[src/rtl/rx_pkg.sv]
// Shared definitions for the CDL receive path: data-ready FSM state type,
// default FIFO occupancy/count widths and the FIFO depth helper.
package rx_pkg;

    // Data-ready controller states
    typedef enum logic [1:0] {
        IDLE  = 2'd0,
        READY = 2'd1,
        ERROR = 2'd2
    } rx_rdy_state_t;

    // Default widths shared with the RX FIFO
    localparam int RX_OCC_W = 7;
    localparam int RX_CNT_W = 3;

    // FIFO depth implied by an occupancy width (one extra bit encodes "full")
    function automatic int occ_depth(input int occ_w);
        return 32'sd1 << (occ_w - 32'sd1);
    endfunction

endpackage

[src/rtl/rx_sat_counter.sv]
// Saturating up-counter with synchronous clear; used wherever a CDL block
// needs an event count that must never wrap back to zero.
module rx_sat_counter #(
    parameter int CNT_W = 3
) (
    input  logic             clk,
    input  logic             rst,
    input  logic             inc,
    input  logic             clr,
    output logic [CNT_W-1:0] count
);

    localparam logic [CNT_W-1:0] CNT_MAX = {CNT_W{1'b1}};
    localparam logic [CNT_W-1:0] CNT_ONE = CNT_W'(1);

    logic at_max_s;

    // Saturation detect
    always_comb begin
        at_max_s = (count == CNT_MAX);
    end

    // Count register: clear wins over increment, increment stops at the maximum
    always_ff @(posedge clk or posedge rst) begin
        if (rst) begin
            count <= {CNT_W{1'b0}};
        end else if (clr) begin
            count <= {CNT_W{1'b0}};
        end else if (inc && !at_max_s) begin
            count <= count + CNT_ONE;
        end else begin
            count <= count;
        end
    end

endmodule

[src/rtl/rx_data_ready_ctrl.sv]
// Receive-side data-ready controller for the CDL receiver.
// Tracks completed packets held in the RX FIFO, raises rx_data_ready to the
// host until the FIFO drains, reports aborted packets as a sticky error that
// only a flush clears, and flags when the FIFO is close to capacity.
// Optional build macro RX_EARLY_READY_EN: when defined, an occupancy at or
// above EARLY_THRESH in IDLE also raises rx_data_ready before pkt_done.
module rx_data_ready_ctrl
    import rx_pkg::*;
#(
    parameter int OCC_W        = RX_OCC_W,
    parameter int CNT_W        = RX_CNT_W,
    parameter int AF_MARGIN    = 4,
    parameter int EARLY_THRESH = 32
) (
    input  logic             clk,
    input  logic             rst,
    input  logic             pkt_done,
    input  logic             pkt_err,
    input  logic             flush,
    input  logic [OCC_W-1:0] buffer_occupancy,
    output logic             rx_data_ready,
    output logic             rx_error,
    output logic [CNT_W-1:0] pkt_count,
    output logic             almost_full
);

    localparam int               DEPTH    = occ_depth(OCC_W);
    localparam logic [OCC_W-1:0] AF_LEVEL = OCC_W'(DEPTH - AF_MARGIN);

    rx_rdy_state_t state_r;
    rx_rdy_state_t nxt_state_s;
    logic          ready_r;
    logic          error_r;
    logic          af_r;
    logic          occ_empty_s;
    logic          af_hit_s;
    logic          early_s;
    logic          cnt_inc_s;
    logic          cnt_clr_s;

`ifdef RX_EARLY_READY_EN
    localparam logic [OCC_W-1:0] EARLY_LEVEL = OCC_W'(EARLY_THRESH);

    // Early-ready detect: enough data buffered to start draining before pkt_done
    always_comb begin
        early_s = (buffer_occupancy >= EARLY_LEVEL);
    end
`else
    // Early ready not built: only pkt_done can enter READY
    always_comb begin
        early_s = 1'b0;
    end

    // The threshold has no meaning in this build; keep it referenced only here
    if (EARLY_THRESH < 0) begin : g_early_thresh_unused
    end
`endif

    // Occupancy compares, unsigned at OCC_W bits (values above DEPTH read as full)
    always_comb begin
        occ_empty_s = (buffer_occupancy == {OCC_W{1'b0}});
        af_hit_s    = (buffer_occupancy >= AF_LEVEL);
    end

    // Next-state decode: flush beats pkt_err, pkt_err beats pkt_done
    always_comb begin
        nxt_state_s = state_r;
        case (state_r)
            IDLE: begin
                if (flush) begin
                    nxt_state_s = IDLE;
                end else if (pkt_err) begin
                    nxt_state_s = ERROR;
                end else if (pkt_done || early_s) begin
                    nxt_state_s = READY;
                end else begin
                    nxt_state_s = IDLE;
                end
            end
            READY: begin
                if (flush) begin
                    nxt_state_s = IDLE;
                end else if (pkt_err) begin
                    nxt_state_s = ERROR;
                end else if (occ_empty_s && !pkt_done) begin
                    nxt_state_s = IDLE;
                end else begin
                    nxt_state_s = READY;
                end
            end
            ERROR: begin
                if (flush) begin
                    nxt_state_s = IDLE;
                end else begin
                    nxt_state_s = ERROR;
                end
            end
            default: begin
                nxt_state_s = IDLE;
            end
        endcase
    end

    // Packet-count control: count completed packets, clear whenever READY is left
    always_comb begin
        cnt_inc_s = 1'b0;
        cnt_clr_s = 1'b0;
        case (state_r)
            IDLE: begin
                cnt_clr_s = flush || pkt_err;
                cnt_inc_s = pkt_done && !flush && !pkt_err;
            end
            READY: begin
                cnt_clr_s = flush || pkt_err || (occ_empty_s && !pkt_done);
                cnt_inc_s = pkt_done && !flush && !pkt_err;
            end
            ERROR: begin
                // Count is already zero here; holding the clear keeps it there
                cnt_clr_s = 1'b1;
                cnt_inc_s = 1'b0;
            end
            default: begin
                cnt_clr_s = 1'b1;
                cnt_inc_s = 1'b0;
            end
        endcase
    end

    // FSM state and its registered status outputs
    always_ff @(posedge clk or posedge rst) begin
        if (rst) begin
            state_r <= IDLE;
            ready_r <= 1'b0;
            error_r <= 1'b0;
        end else begin
            state_r <= nxt_state_s;
            ready_r <= (nxt_state_s == READY);
            error_r <= (nxt_state_s == ERROR);
        end
    end

    // Almost-full flag follows occupancy in every state; only reset forces it low
    always_ff @(posedge clk or posedge rst) begin
        if (rst) begin
            af_r <= 1'b0;
        end else begin
            af_r <= af_hit_s;
        end
    end

    rx_sat_counter #(
        .CNT_W (CNT_W)
    ) u_pkt_cnt (
        .clk   (clk),
        .rst   (rst),
        .inc   (cnt_inc_s),
        .clr   (cnt_clr_s),
        .count (pkt_count)
    );

    // Drive the ports from their registers
    always_comb begin
        rx_data_ready = ready_r;
        rx_error      = error_r;
        almost_full   = af_r;
    end

endmodule

[config.mk]
export PLATFORM = sky130hd
export DESIGN_NAME = rx_data_ready_ctrl
export DESIGN_NICKNAME = d
export VERILOG_FILES = /design/src/rtl/rx_pkg.sv /design/src/rtl/rx_sat_counter.sv /design/src/rtl/rx_data_ready_ctrl.sv
export SDC_FILE = /design/constraint.sdc
export NUM_CORES = 1
export LEC_CHECK = 0
export CAP_MARGIN = 10
export CORE_AREA = 4 4 41 43
export CTS_BUF_LIST = sky130_fd_sc_hd__clkbuf_16
export CTS_CLUSTER_SIZE = 8
export DETAILED_ROUTE_END_ITERATION = 6
export DIE_AREA = 0 0 45 47
export DONT_BUFFER_PORTS = 1
export PLACE_DENSITY = 0.47
export SLEW_MARGIN = 5
export SYNTH_ARGS = -nofsm -noshare
export SYNTH_HDL_FRONTEND = slang
export SYNTH_SLANG_ARGS = --single-unit
[constraint.sdc]
create_clock -name clk -period 1.17 [get_ports clk]
set_input_delay 0.234 -clock clk [delete_from_list [all_inputs] [get_ports clk]]
set_output_delay 0.234 -clock clk [all_outputs]
set_load 0.05 [all_outputs]
Word level (Yosys, flattened, before mapping) --
Cells that the tools add are included.
Word-level totals: bits of input ports 12, logic and storage cells 38, register bits after elaboration 8, output and inout bits 6
Cells by class: order comparisons 1, multiplexer cells 12, reduce and logical (&&, ||, !) cells 14, add/sub/neg operators 1, equality and inequality tests 5
Operator list (count):
- $mux W2 | 5
- $ge A7 B6 Y1 const B | 1
- $logic_not A7 Y1 | 1
- $mux W3 | 2
- $pmux W2 S3 | 1
- $eq A2 B1 Y1 const B | 2
- $eq A2 B2 Y1 const B | 2
- $logic_and A1 B1 Y1 | 4
- $logic_not A1 Y1 | 4
- $add A3 B1 Y3 const B | 1
- $eq A3 B3 Y1 const B | 1
- $mux W1 | 3
- $logic_not A2 Y1 | 1
- $logic_or A1 B1 Y1 | 2
- $pmux W1 S2 | 1
- $reduce_bool A2 Y1 | 1
- $reduce_or A2 Y1 | 1

Depth between registers and ports, before layout --
Gate-level depths: netlist of the first run.
depth after elaboration 7, gate-level depth with buffers 5, mapped depth without buffers 5

Modules after synthesis --
A second synthesis of the first run with hierarchy kept.
Second synthesis, totals: cells, all modules 35, area, all modules 422.9 µm²
By module, submodules not included:
- rx_data_ready_ctrl | area an instance 235.2 µm², cells an instance 19, instances 1, seq. area each 125.1 µm²
- rx_sat_counter | area an instance 187.7 µm², cells an instance 16, instances 1, seq. area each 75.1 µm²

Worst setup path before layout of the first run --
OpenSTA, ideal clock, no wires.
path type register -> register, start point reg u_pkt_cnt.count[0], end point reg u_pkt_cnt.count[0], buffers on the path 0, cell stages (with the launch flop) 6, library setup time 0.086 ns, required time 1.084 ns, setup slack -0.395 ns, arrival 1.479 ns, period minus slack after synthesis 1.565 ns, path through dfrtp_1 > ha_1 > ha_1 > nand2b_1 > xor2_1 > nor3_1
On the way: word-level cells in the longest chain between the ends 4, elaborated cells between the ends (all ways) 7, classes of those cells add/sub (1); eq/ne (1); mux (2); reduce/logical (3)
RTL lines:
- start, declared | line rx_sat_counter.sv:10 | output logic [CNT_W-1:0] count
- start signal, assigned | line rx_sat_counter.sv:26 | count <= {CNT_W{1'b0}};
- start signal, assigned | line rx_sat_counter.sv:28 | count <= {CNT_W{1'b0}};
- start signal, assigned | line rx_sat_counter.sv:30 | count <= count + CNT_ONE;
- branches (longest 4 deep; another with $add A3 B1 Y3)
Parallel ways; which one is timed is not known. The select of a mux whose other input is x is not followed. A chain may end at the register's enable or synchronous reset.

Worst setup path in the final report of the first run --
Same ends and word-level chain as after synthesis.

==> results of run 1 <==
[per-layer routing]
metal | vias to the layer above | routed length [µm] | share of wire | track usage
met3 | 5 | 87 | 0.11 | 0.06513
met5 | - | 0 | 0 | 0
li1 | 128 | - | - | -
met1 | 131 | 240 | 0.31 | 0.08235
met2 | 11 | 406 | 0.52 | 0.1384
met4 | 0 | 40 | 0.052 | 0.1053
[kinds of logic (layout without fill, tap and decap cells)]
logic type	Yosys count	after routing	synth area share
AO/OA/AOI/OAI	1	1	0.02740
XOR/XNOR	1	1	0.02398
adder cells (fa/ha/maj)	2	2	0.06848
buffers and inverters	2	10	0.02056
flip-flops	8	8	0.5479
multiplexers	3	3	0.08220
AND/OR/NAND/NOR	14	14	0.2295
[metrics by stage]
stage	setup TNS (ns)	instance area, µm²	total power [mW]
3_5_place_dp	-0.2050	419.2	0.3684
4_1_cts	-0.1954	530.5	0.9664
6_report	-0.1176	530.5	0.9507
5_1_grt	-0.2942	530.5	0.9907
3_3_place_gp	-0.1453	419.2	0.3673
2_1_floorplan	-0.5815	377.9	0.3581
[cells in the final DEF (no fill, tap or decap)]
cell and instances:
a41o_1 1, dfrtp_2 2, nor3_1 5, inv_1 3, dlygate4sd3_1 1, and3_1 1, xor2_1 1, nor2_1 3
nand2b_4 1, or3_4 1, buf_4 3, clkbuf_16 3, and4b_2 1, nor4_1 2, ha_4 2, mux2i_1 3
dfrtp_1 6
[flip-flops by register name, indices dropped and copies added (netlist names)]
signal and cells:
rx_error 1, almost_full 1, u_pkt_cnt.count 3, rx_data_ready 1, state_r 2
[how the worst max path moves through the flow]
stage | to | slack (ns)
4_1_cts | u_pkt_cnt.count[2] | -0.08
5_1_grt | u_pkt_cnt.count[0] | -0.11
2_1_floorplan | u_pkt_cnt.count[0] | -0.20
3_3_place_gp | u_pkt_cnt.count[0] | -0.07
3_5_place_dp | u_pkt_cnt.count[0] | -0.09
6_report | u_pkt_cnt.count[0] | -0.05
[worst max-delay path: cells and delay by family (launching register included)]
kind / cells / cell delay [ns]
fa+ha+maj: 2 / 0.31
flops: 1 / 0.41
xor+xnor: 1 / 0.14
simple gates: 2 / 0.27
[Yosys cell counts (all sizes together)]
cell type / count
nor4: 2
ha: 2
nand2b: 1
xor2: 1
or3: 1
nor3: 5
and3: 1
a41o: 1
inv: 2
and4b: 1
dfrtp: 8
nor2: 3
mux2i: 3
[timing repair]
action | CTS | global route
pin swaps | 1 | 1
setup buffers | 0 | 0
hold endpoints to repair | 8 | 0
cloned | 0 | 0
setup endpoints to repair | 3 | 3
hold buffers | 1 | 0
resized for setup | 3 | 0
[where the power goes]
group / internal (mW) / switching (mW) / total, mW
clock network: 0.445 / 0.138 / 0.584
logic: 0.0212 / 0.0262 / 0.0474
registers: 0.290 / 0.0295 / 0.320
[area by class of cell]
class / instances / area (µm²)
flip-flops and latches: 8 / 202.7
fillers: 129 / 770.7
repair buffers: 4 / 32.53
well taps: 15 / 18.77
inverters: 2 / 7.507
clock inverters: 1 / 3.754
clock buffers: 3 / 75.07
multi-input cells: 21 / 190.2
==> Implementation_results.wiki, run 1 <==
{| class="wikitable"
! Metric !! Value
|-
| CP Data Arrival Time || 1.37 ns
|-
| Area of the placeable core || 1301 µm²
|-
| Hold-critical path endpoint || state_r[1]
|-
| Global-route wire length before repair || 1.283 mm
|-
| Total vias in the final route || 275
|-
| Maximum single-stage delay on the critical path || 0.41 ns
|-
| Worst slew slack as a fraction of its limit || 0.6986
|-
| Final estimated routing congestion in global placement || 0.7209
|-
| Path type of the worst min-delay path || input pin to flop
|-
| Die X-Extent || 45 µm
|-
| Worst Tran Pin Value || 0.4524 ns
|-
| Total instance count after detailed placement || 49
|-
| Max-cap violation count || 0
|-
| Min Hold Slack || 0.05968 ns
|-
| Series of cell instances along the critical path || ha_4 > ha_4 > nand2b_4 > xor2_1 > nor3_1
|-
| Cell leakage power || 0.2460 nW
|-
| Worst setup path startpoint || u_pkt_cnt.count[0]
|-
| Number of non-filler instances in the completed layout || 54
|-
| Max VDD drop || 851.8 µV
|-
| Cell types occupying the most area after synthesis || dfrtp_1 (55%), mux2i_1 (8.2%), ha_1 (6.8%), nor3_1 (6.8%), nor4_1 (3.4%)
|-
| Post-Syn Instances || 31
|-
| Total Routed Length || 774 µm
|-
| H-tree depth reported by CTS || 1
|-
| Number of I/O pins || 18
|-
| Violations in the final reports || setup timing
|-
| TritonCTS Buffers || 3
|-
| Number of routed nets with antenna violations || 0
|-
| Starting DRC count in detailed routing || 4
|-
| Number of pins exceeding their max-slew limit in the final report || 0
|-
| Post-synthesis to final-layout area growth || 45.21%
|-
| Clock net sink count || 8
|-
| #FFs+latches synth || 8
|-
| Startpoint class of the critical path || flop
|-
| Upper clock frequency limit || 818.1 MHz
|-
| Fraction of layout instances using a drive strength above 1 || 0.3333
|-
| TritonCTS clock tree || built
|-
| Worst flop-to-flop path startpoint || u_pkt_cnt.count[0]
|-
| Final hold viol count || 0
|-
| First-pass iteration count of the detailed router || 2
|-
| Via count of the first global-routing pass || 319
|-
| Count of warnings emitted by yosys || 0
|-
| Number of cells on the worst reg-to-reg path || 5
|-
| Die height || 47 µm
|-
| WS Path Type || flop to flop
|-
| R2R setup slack || -0.05 ns
|-
| Highest-delay cell along the critical path || dfrtp_2
|-
| CP endpoint kind || flop
|-
| Yosys top cell area share || 0.5479
|-
| Setup repair after global routing missed its margin || yes
|-
| Average cell area after synthesis || 11.79 µm²
|-
| Seq/Total Area, Yosys || 0.5479
|-
| Maximum number of pins on one net before global-route repair || 9
|-
| Number of diodes added for antenna fixing || 0
|-
| Post-detailed-route DRC marker count || 0
|-
| Worst Setup Slack post-DPL || -0.09196 ns
|-
| Most used cell along the critical path || ha_4
|-
| Initial antenna violation count || 0
|-
| Die area || 2115 µm²
|-
| Total setup violations reported at the end of the flow || 3
|-
| Required @ worst endpoint || 1.32 ns
|-
| Final clock period utilization by the worst path || 1.045
|-
| Critical register-to-register path endpoint || u_pkt_cnt.count[0]
|-
| Core occupancy in the finished layout || 0.4077
|-
| Power density of the placed cells || 1792 nW/µm²
|-
| Hold path startpoint || flush
|-
| Root Buffer || clkbuf_16
|-
| Final #Nets || 54
|-
| Number of nets in the synthesized netlist || 45
|-
| Number of cells on the worst hold path || 1
|-
| Port Buf Inserts || 0
|-
| Run status || finished, violations left
|-
| Final min period || 1.222 ns
|-
| Initial core utilization || 0.2808
|-
| Skew-Pair Late Insertion Delay || 0.23 ns
|-
| Maximum root-to-sink buffer count || 2
|-
| Global-route usage over all layers || 0.09512
|-
| Row count || 13
|-
| Fin worst setup slack || -0.05235 ns
|-
| Clk slew on worst S/H paths || 0.04 ns
|-
| Synth area leader || dfrtp_1
|-
| Synth Cell Area || 365.4 µm²
|-
| Clock Skew || 0.002924 ns
|-
| Post-DR wirelength/cell || 14.33 µm
|-
| Overflow left after global routing || 0
|-
| Number of vias per cell || 5.093
|-
| Largest fanout of any net on the critical path || 3
|-
| Yosys cell types || 13
|}
No activity file was read; power rests on OpenSTA's default activity.
==> run 2: changes to the inputs <==
Clock period 1.17 ns to 1 ns, I/O delays scaled along.
==> Implementation_results.wiki, run 2 (synthesis results as in run 1) <==
{| class="wikitable"
! Metric !! Value
|-
| Core occupancy in the finished layout || 0.4721 (+0.06442)
|-
| TritonCTS Buffers || 3 (unchanged)
|-
| Combinational fraction of design power || 0.102 (+0.052)
|-
| Number of I/O pins || 18 (unchanged)
|-
| Final clock period utilization by the worst path || 1.230
|-
| Initial antenna violation count || 0 (unchanged)
|-
| Number of cells on the worst reg-to-reg path || 5 (unchanged)
|-
| Total Routed Length || 790 µm (+2.1%)
|-
| Net switching component of the power || 0.2232 mW (+15%)
|-
| Violations in the final reports || setup timing
|-
| Worst flop-to-flop path startpoint || u_pkt_cnt.count[1]
|-
| Number of non-filler instances in the completed layout || 60 (+11%)
|-
| Global-route usage over all layers || 0.08553 (-0.009592)
|-
| Top reg by flops || u_pkt_cnt.count
|-
| Placed cell area || 449.2 µm² (+7.2%)
|-
| CP endpoint kind || output port
|-
| Die X-Extent || 45 µm (unchanged)
|-
| Final hold viol count || 0 (unchanged)
|-
| Via count of the first global-routing pass || 300 (-6.0%)
|-
| Required @ worst endpoint || 0.80 ns (-0.52 ns)
|-
| Post-detailed-route DRC marker count || 0 (unchanged)
|-
| Highest-delay cell along the critical path || dfrtp_2
|-
| Number of pins exceeding their max-slew limit in the final report || 0 (unchanged)
|-
| Total instance count after detailed placement || 53 (+8.2%)
|-
| Overflow left after global routing || 0 (unchanged)
|-
| Maximum root-to-sink buffer count || 2 (unchanged)
|-
| Post-DR wirelength/cell || 13.17 µm (-8.1%)
|-
| Maximum single-stage delay on the critical path || 0.42 ns (about the same)
|-
| CP Data Arrival Time || 1.03 ns (-0.34 ns)
|-
| Worst Tran Pin Value || 0.2898 ns (-0.1626 ns)
|-
| Run status || finished, violations left
|-
| Row count || 13 (unchanged)
|-
| Largest fanout of any net on the critical path || 2 (-1)
|-
| Upper clock frequency limit || 813.0 MHz
|-
| Power density of the placed cells || 1841 nW/µm² (+2.7%)
|-
| Total vias in the final route || 293 (+6.5%)
|-
| Clock Power Share || 0.592 (-0.022)
|-
| Final estimated routing congestion in global placement || 0.7182 (-0.37%)
|-
| Fin worst setup slack || -0.2300 ns (-0.1777 ns)
|-
| Largest register FFs || 3 (unchanged)
|-
| Post-synthesis to final-layout area growth || 68.15%
|-
| Area of the placeable core || 1301 µm² (unchanged)
|-
| Hold-critical path endpoint || state_r[1]
|-
| Global-route wire length before repair || 1.138 mm (-11%)
|-
| Critical register-to-register path endpoint || u_pkt_cnt.count[0]
|-
| Sequential power share || 0.306 (-0.030)
|-
| Number of cells on the worst hold path || 1 (unchanged)
|-
| Detailed-placement wirelength estimate || 620.1 µm
|-
| Clock Skew || 0.004136 ns (+0.001212 ns)
|-
| Startpoint class of the critical path || flop
|-
| Cell leakage power || 0.2887 nW (+17%)
|-
| Number of diodes added for antenna fixing || 0 (unchanged)
|-
| Internal Pwr Total || 0.9080 mW (+20%)
|-
| Total setup violations reported at the end of the flow || 6 (+3)
|-
| Share of total power consumed by net switching || 0.1973 (-0.006878)
|-
| Worst slew slack as a fraction of its limit || 0.8050 (+0.1064)
|-
| Initial core utilization || 0.2808 (unchanged)
|-
| Die height || 47 µm (unchanged)
|-
| Setup repair after global routing missed its margin || yes
|-
| Skew-Pair Late Insertion Delay || 0.23 ns (about the same)
|-
| Hold path startpoint || flush
|-
| WS Path Type || flop to output port
|-
| Final #Nets || 60 (+11%)
|-
| Min Hold Slack || 0.03576 ns (-0.02393 ns)
|-
| Maximum number of pins on one net before global-route repair || 9 (unchanged)
|-
| Port Buf Inserts || 0 (unchanged)
|-
| Clock net sink count || 8 (unchanged)
|-
| TritonCTS clock tree || built
|-
| Largest registers || u_pkt_cnt.count x3, state_r x2
|-
| Max VDD drop || 1078 µV (+27%)
|-
| Fraction of layout instances using a drive strength above 1 || 0.4889 (+0.1556)
|-
| Series of cell instances along the critical path || buf_4 > buf_6 > buf_12
|-
| First-pass iteration count of the detailed router || 1 (-1)
|-
| Die area || 2115 µm² (unchanged)
|-
| Number of vias per cell || 4.883 (-4.1%)
|-
| Summed area of non-filler cells in the final layout || 614.3 µm² (+16%)
|-
| Most common cell after layout, fill and taps aside || dfrtp_1
|-
| Most used cells in the layout excluding fill and tap cells || dfrtp_1 (6), buf_4 (5)
|-
| Clk slew on worst S/H paths || 0.04 ns (about the same)
|-
| Root Buffer || clkbuf_16
|-
| Max-cap violation count || 0 (unchanged)
|-
| R2R setup slack || -0.22 ns (-0.17 ns)
|-
| Starting DRC count in detailed routing || 0 (-4)
|-
| Number of routed nets with antenna violations || 0 (unchanged)
|-
| H-tree depth reported by CTS || 1 (unchanged)
|-
| Path type of the worst min-delay path || input pin to flop
|-
| Final min period || 1.230 ns
|}
## run 2: cell types whose count changed in the layout (fill, tap and decap cells not counted)
cell | before | now
buf_4 | 3 | 5
buf_6 | 0 | 3
nor3_1 | 5 | 2
buf_12 | 0 | 1
nor3_2 | 0 | 3
## run 2: worst max-delay path, delay by kind of cell, from the launching register on
kind,cells,cell delay [ns]
buf+inv,3,0.39
flops,1,0.42
## run 2: worst max-delay path by stage
stage,startpoint,end,slack [ns],cells after the start
global placement,u_pkt_cnt.count[0],u_pkt_cnt.count[0],-0.22,5
detailed placement,u_pkt_cnt.count[0],u_pkt_cnt.count[0],-0.28,5
global route,u_pkt_cnt.count[0],u_pkt_cnt.count[0],-0.28,5
finish,u_pkt_cnt.count[0],pkt_count[0],-0.23,3
floorplan,u_pkt_cnt.count[0],u_pkt_cnt.count[0],-0.37,5
CTS,u_pkt_cnt.count[0],u_pkt_cnt.count[0],-0.26,5
## run 2: layer usage
metal	routed length, µm	vias to the layer above	part of all wire	track usage
li1	-	141	-	-
met4	12	0	0.015	0.07018
met3	87	2	0.11	0.07280
met1	277	140	0.35	0.07059
met5	0	-	0	0
met2	412	10	0.52	0.1299
## run 2: what timing repair did
item / in CTS / in global routing
endpoints found under the hold margin: 8 / 0
pin swaps: 1 / 4
buffers inserted: 1 / 1
hold buffers: 1 / 0
endpoints found under the setup margin: 8 / 8
gates resized for setup: 7 / 5
## run 2: per-stage QoR
stage	TNS, ns	setup WS (ns)	power [mW]
finish	-0.8764	-0.2300	1.131
global route	-1.077	-0.2825	1.172
CTS	-1.055	-0.2620	1.143
detailed placement	-0.8978	-0.2836	0.4468
global placement	-0.7437	-0.2243	0.4445
floorplan	-1.152	-0.3749	0.4190
## run 2: power by group through the flow
| stage | clock network, mW | registers [mW] | logic (mW) |
|---|---|---|---|
| finish | 0.670 | 0.347 | 0.115 |
| global placement | 0 | 0.349 | 0.0953 |
| floorplan | 0 | 0.384 | 0.0350 |
| global route | 0.701 | 0.348 | 0.124 |
| detailed placement | 0 | 0.350 | 0.0969 |
| CTS | 0.689 | 0.347 | 0.107 |
## run 2: cell type report
class	count	area, µm²
clock inverters	1	3.754
multi-input cells	21	205.2
inverters	2	7.507
clock buffers	3	75.07
flip-flops and latches	8	202.7
fillers	120	686.9
repair buffers	10	101.3
well taps	15	18.77
==> run 3: changes to the inputs <==
Settings changed: REMOVE_ABC_BUFFERS set to 1.
==> Implementation_results.wiki, run 3 (synthesis results as in run 1) <==
{| class="wikitable"
! Metric !! Value
|-
| Final min period || 1.230 ns (+0.0001580 ns)
|-
| Power, Total || 1.115 mW (-1.4%)
|-
| Post-detailed-route DRC marker count || 0 (unchanged)
|-
| Met1 layer usage reported by global route || 0.1056 (+0.03505)
|-
| Sequential power share || 0.310 (+0.004)
|-
| R2R setup slack || -0.23 ns (about the same)
|-
| Number of cells on the worst reg-to-reg path || 5 (unchanged)
|-
| Power density of the placed cells || 2007 nW/µm² (+9.0%)
|-
| GRT busiest layer || met2
|-
| Initial core utilization || 0.2808 (unchanged)
|-
| Startpoint class of the critical path || flop
|-
| Most common cell after layout, fill and taps aside || dfrtp_1
|-
| Post-synthesis to final-layout area growth || 52.06%
|-
| Die X-Extent || 45 µm (unchanged)
|-
| Initial antenna violation count || 0 (unchanged)
|-
| Path type of the worst min-delay path || input pin to flop
|-
| Number of routed nets with antenna violations || 0 (unchanged)
|-
| Number of vias per cell || 4.807 (-1.6%)
|-
| Via count of the first global-routing pass || 320 (+6.7%)
|-
| First-pass iteration count of the detailed router || 1 (unchanged)
|-
| WS Path Type || flop to flop
|-
| Worst flop-to-flop path startpoint || u_pkt_cnt.count[1]
|-
| Internal Pwr Total || 0.8929 mW (-1.7%)
|-
| Clock Skew || 0.004337 ns (+0.0002010 ns)
|-
| Post-DR wirelength/cell || 14.56 µm (+11%)
|-
| Die area || 2115 µm² (unchanged)
|-
| Worst slew slack as a fraction of its limit || 0.7808 (-0.02427)
|-
| Port Buf Inserts || 0 (unchanged)
|-
| Area of the placeable core || 1301 µm² (unchanged)
|-
| Required @ worst endpoint || 1.14 ns (+0.34 ns)
|-
| Final hold viol count || 0 (unchanged)
|-
| Number of I/O pins || 18 (unchanged)
|-
| Placed cell area || 429.2 µm² (-4.5%)
|-
| Worst Tran Pin Value || 0.3258 ns (+0.03608 ns)
|-
| Die height || 47 µm (unchanged)
|-
| Final #Nets || 58 (-3.3%)
|-
| CP Data Arrival Time || 1.37 ns (+0.34 ns)
|-
| Top reg by flops || u_pkt_cnt.count
|-
| Global-route usage over all layers || 0.09105 (+0.005523)
|-
| TritonCTS Buffers || 3 (unchanged)
|-
| TritonCTS clock tree || built
|-
| Hold-critical path endpoint || rx_error
|-
| Total setup violations reported at the end of the flow || 4 (-2)
|-
| Global routing usage on met3 || 0.01916 (-0.05364)
|-
| Largest fanout of any net on the critical path || 3 (+1)
|-
| Max VDD drop || 977.8 µV (-9.3%)
|-
| Net switching component of the power || 0.2222 mW (-0.42%)
|-
| Root Buffer || clkbuf_16
|-
| Min Hold Slack || 0.03643 ns (+0.0006785 ns)
|-
| Combinational fraction of design power || 0.094 (-0.008)
|-
| Overflow left after global routing || 0 (unchanged)
|-
| Core occupancy in the finished layout || 0.4269 (-0.04519)
|-
| H-tree depth reported by CTS || 1 (unchanged)
|-
| Clk slew on worst S/H paths || 0.04 ns (about the same)
|-
| Number of pins exceeding their max-slew limit in the final report || 0 (unchanged)
|-
| Row count || 13 (unchanged)
|-
| Starting DRC count in detailed routing || 0 (unchanged)
|-
| Maximum number of pins on one net before global-route repair || 9 (unchanged)
|-
| Total Routed Length || 830 µm (+5.1%)
|-
| Run status || finished, violations left
|-
| Skew-Pair Late Insertion Delay || 0.23 ns (about the same)
|-
| Maximum root-to-sink buffer count || 2 (unchanged)
|-
| Total vias in the final route || 274 (-6.5%)
|-
| Met2 Use GR || 0.1554 (+0.02542)
|-
| Most used cells in the layout excluding fill and tap cells || dfrtp_1 (8), buf_4 (6)
|-
| Upper clock frequency limit || 812.9 MHz (about the same)
|-
| Share of total power consumed by net switching || 0.1993 (+0.002005)
|-
| Violations in the final reports || setup timing
|-
| Final estimated routing congestion in global placement || 0.7067 (-1.6%)
|-
| Fraction of layout instances using a drive strength above 1 || 0.4286 (-0.06032)
|-
| Number of cells on the worst hold path || 1 (unchanged)
|-
| Number of diodes added for antenna fixing || 0 (unchanged)
|-
| Cell leakage power || 0.2707 nW (-6.3%)
|-
| Clock net sink count || 8 (unchanged)
|-
| Hold path startpoint || flush
|-
| Fin worst setup slack || -0.2302 ns (-0.0001580 ns)
|-
| Clock Power Share || 0.597 (+0.005)
|-
| Global-route wire length before repair || 1.359 mm (+19%)
|-
| Final clock period utilization by the worst path || 1.230 (about the same)
|-
| Critical register-to-register path endpoint || u_pkt_cnt.count[0]
|-
| CP endpoint kind || flop
|-
| Max-cap violation count || 0 (unchanged)
|-
| Largest register FFs || 3 (unchanged)
|-
| # fillers || 129 (+7.5%)
|-
| Setup repair after global routing missed its margin || yes
|-
| Summed area of non-filler cells in the final layout || 555.5 µm² (-9.6%)
|-
| Largest registers || u_pkt_cnt.count x3, state_r x2
|}
[run 3: per-layer routing]
metal  routed length (µm)  part of all wire
met5                    0                 0
met4                    4            0.0048
met3                   77             0.093
met2                  449              0.54
met1                  298              0.36
[run 3: stage by stage]
stage               worst slack, ns  std cells  TNS (ns)
finish                      -0.2302         57   -0.6336
global route                -0.2768         57   -0.8708
CTS                         -0.2744         57   -0.6943
detailed placement          -0.3399         52    -1.154
global placement            -0.2833         52   -0.9623
floorplan                   -0.5647         31    -1.721
[run 3: how the worst max path moves through the flow]
stage / from / to
after floorplan: u_pkt_cnt.count[0] / u_pkt_cnt.count[0]
after global placement: u_pkt_cnt.count[0] / u_pkt_cnt.count[0]
after detailed placement: u_pkt_cnt.count[0] / u_pkt_cnt.count[0]
after CTS: u_pkt_cnt.count[1] / u_pkt_cnt.count[0]
after global routing: u_pkt_cnt.count[1] / u_pkt_cnt.count[0]
final: u_pkt_cnt.count[1] / u_pkt_cnt.count[0]
[run 3: critical path, stage by stage, from the launching register on]
cell and delay (ns):
dfrtp_1 0.37, ha_2 0.18, ha_2 0.16, nand2b_4 0.16
xor2_2 0.15, nor3_1 0.13
[run 3: layout make-up]
class                      count  area (µm²)  area share
clock buffer                   3       75.07      0.1351
timing repair buffer           8       66.31      0.1194
tap                           15       18.77     0.03378
inverter                       2       7.507     0.01351
sequential                     8       200.2      0.3604
multi-input combinational     21       187.7      0.3378
[run 3: power groups by stage]
stage	clock network [mW]	registers, mW	logic [mW]
after floorplan	0	0.383	0.0334
after global placement	0	0.350	0.0883
after detailed placement	0	0.351	0.0902
after CTS	0.677	0.345	0.103
after global routing	0.695	0.347	0.113
final	0.666	0.345	0.104
[run 3: timing repair]
item	4_1_cts	5_1_grt
hold endpoints to repair	8	0
pin swaps	4	3
setup endpoints to repair	6	7
gates resized for setup	5	2
hold buffers	1	0
buffers inserted	1	0
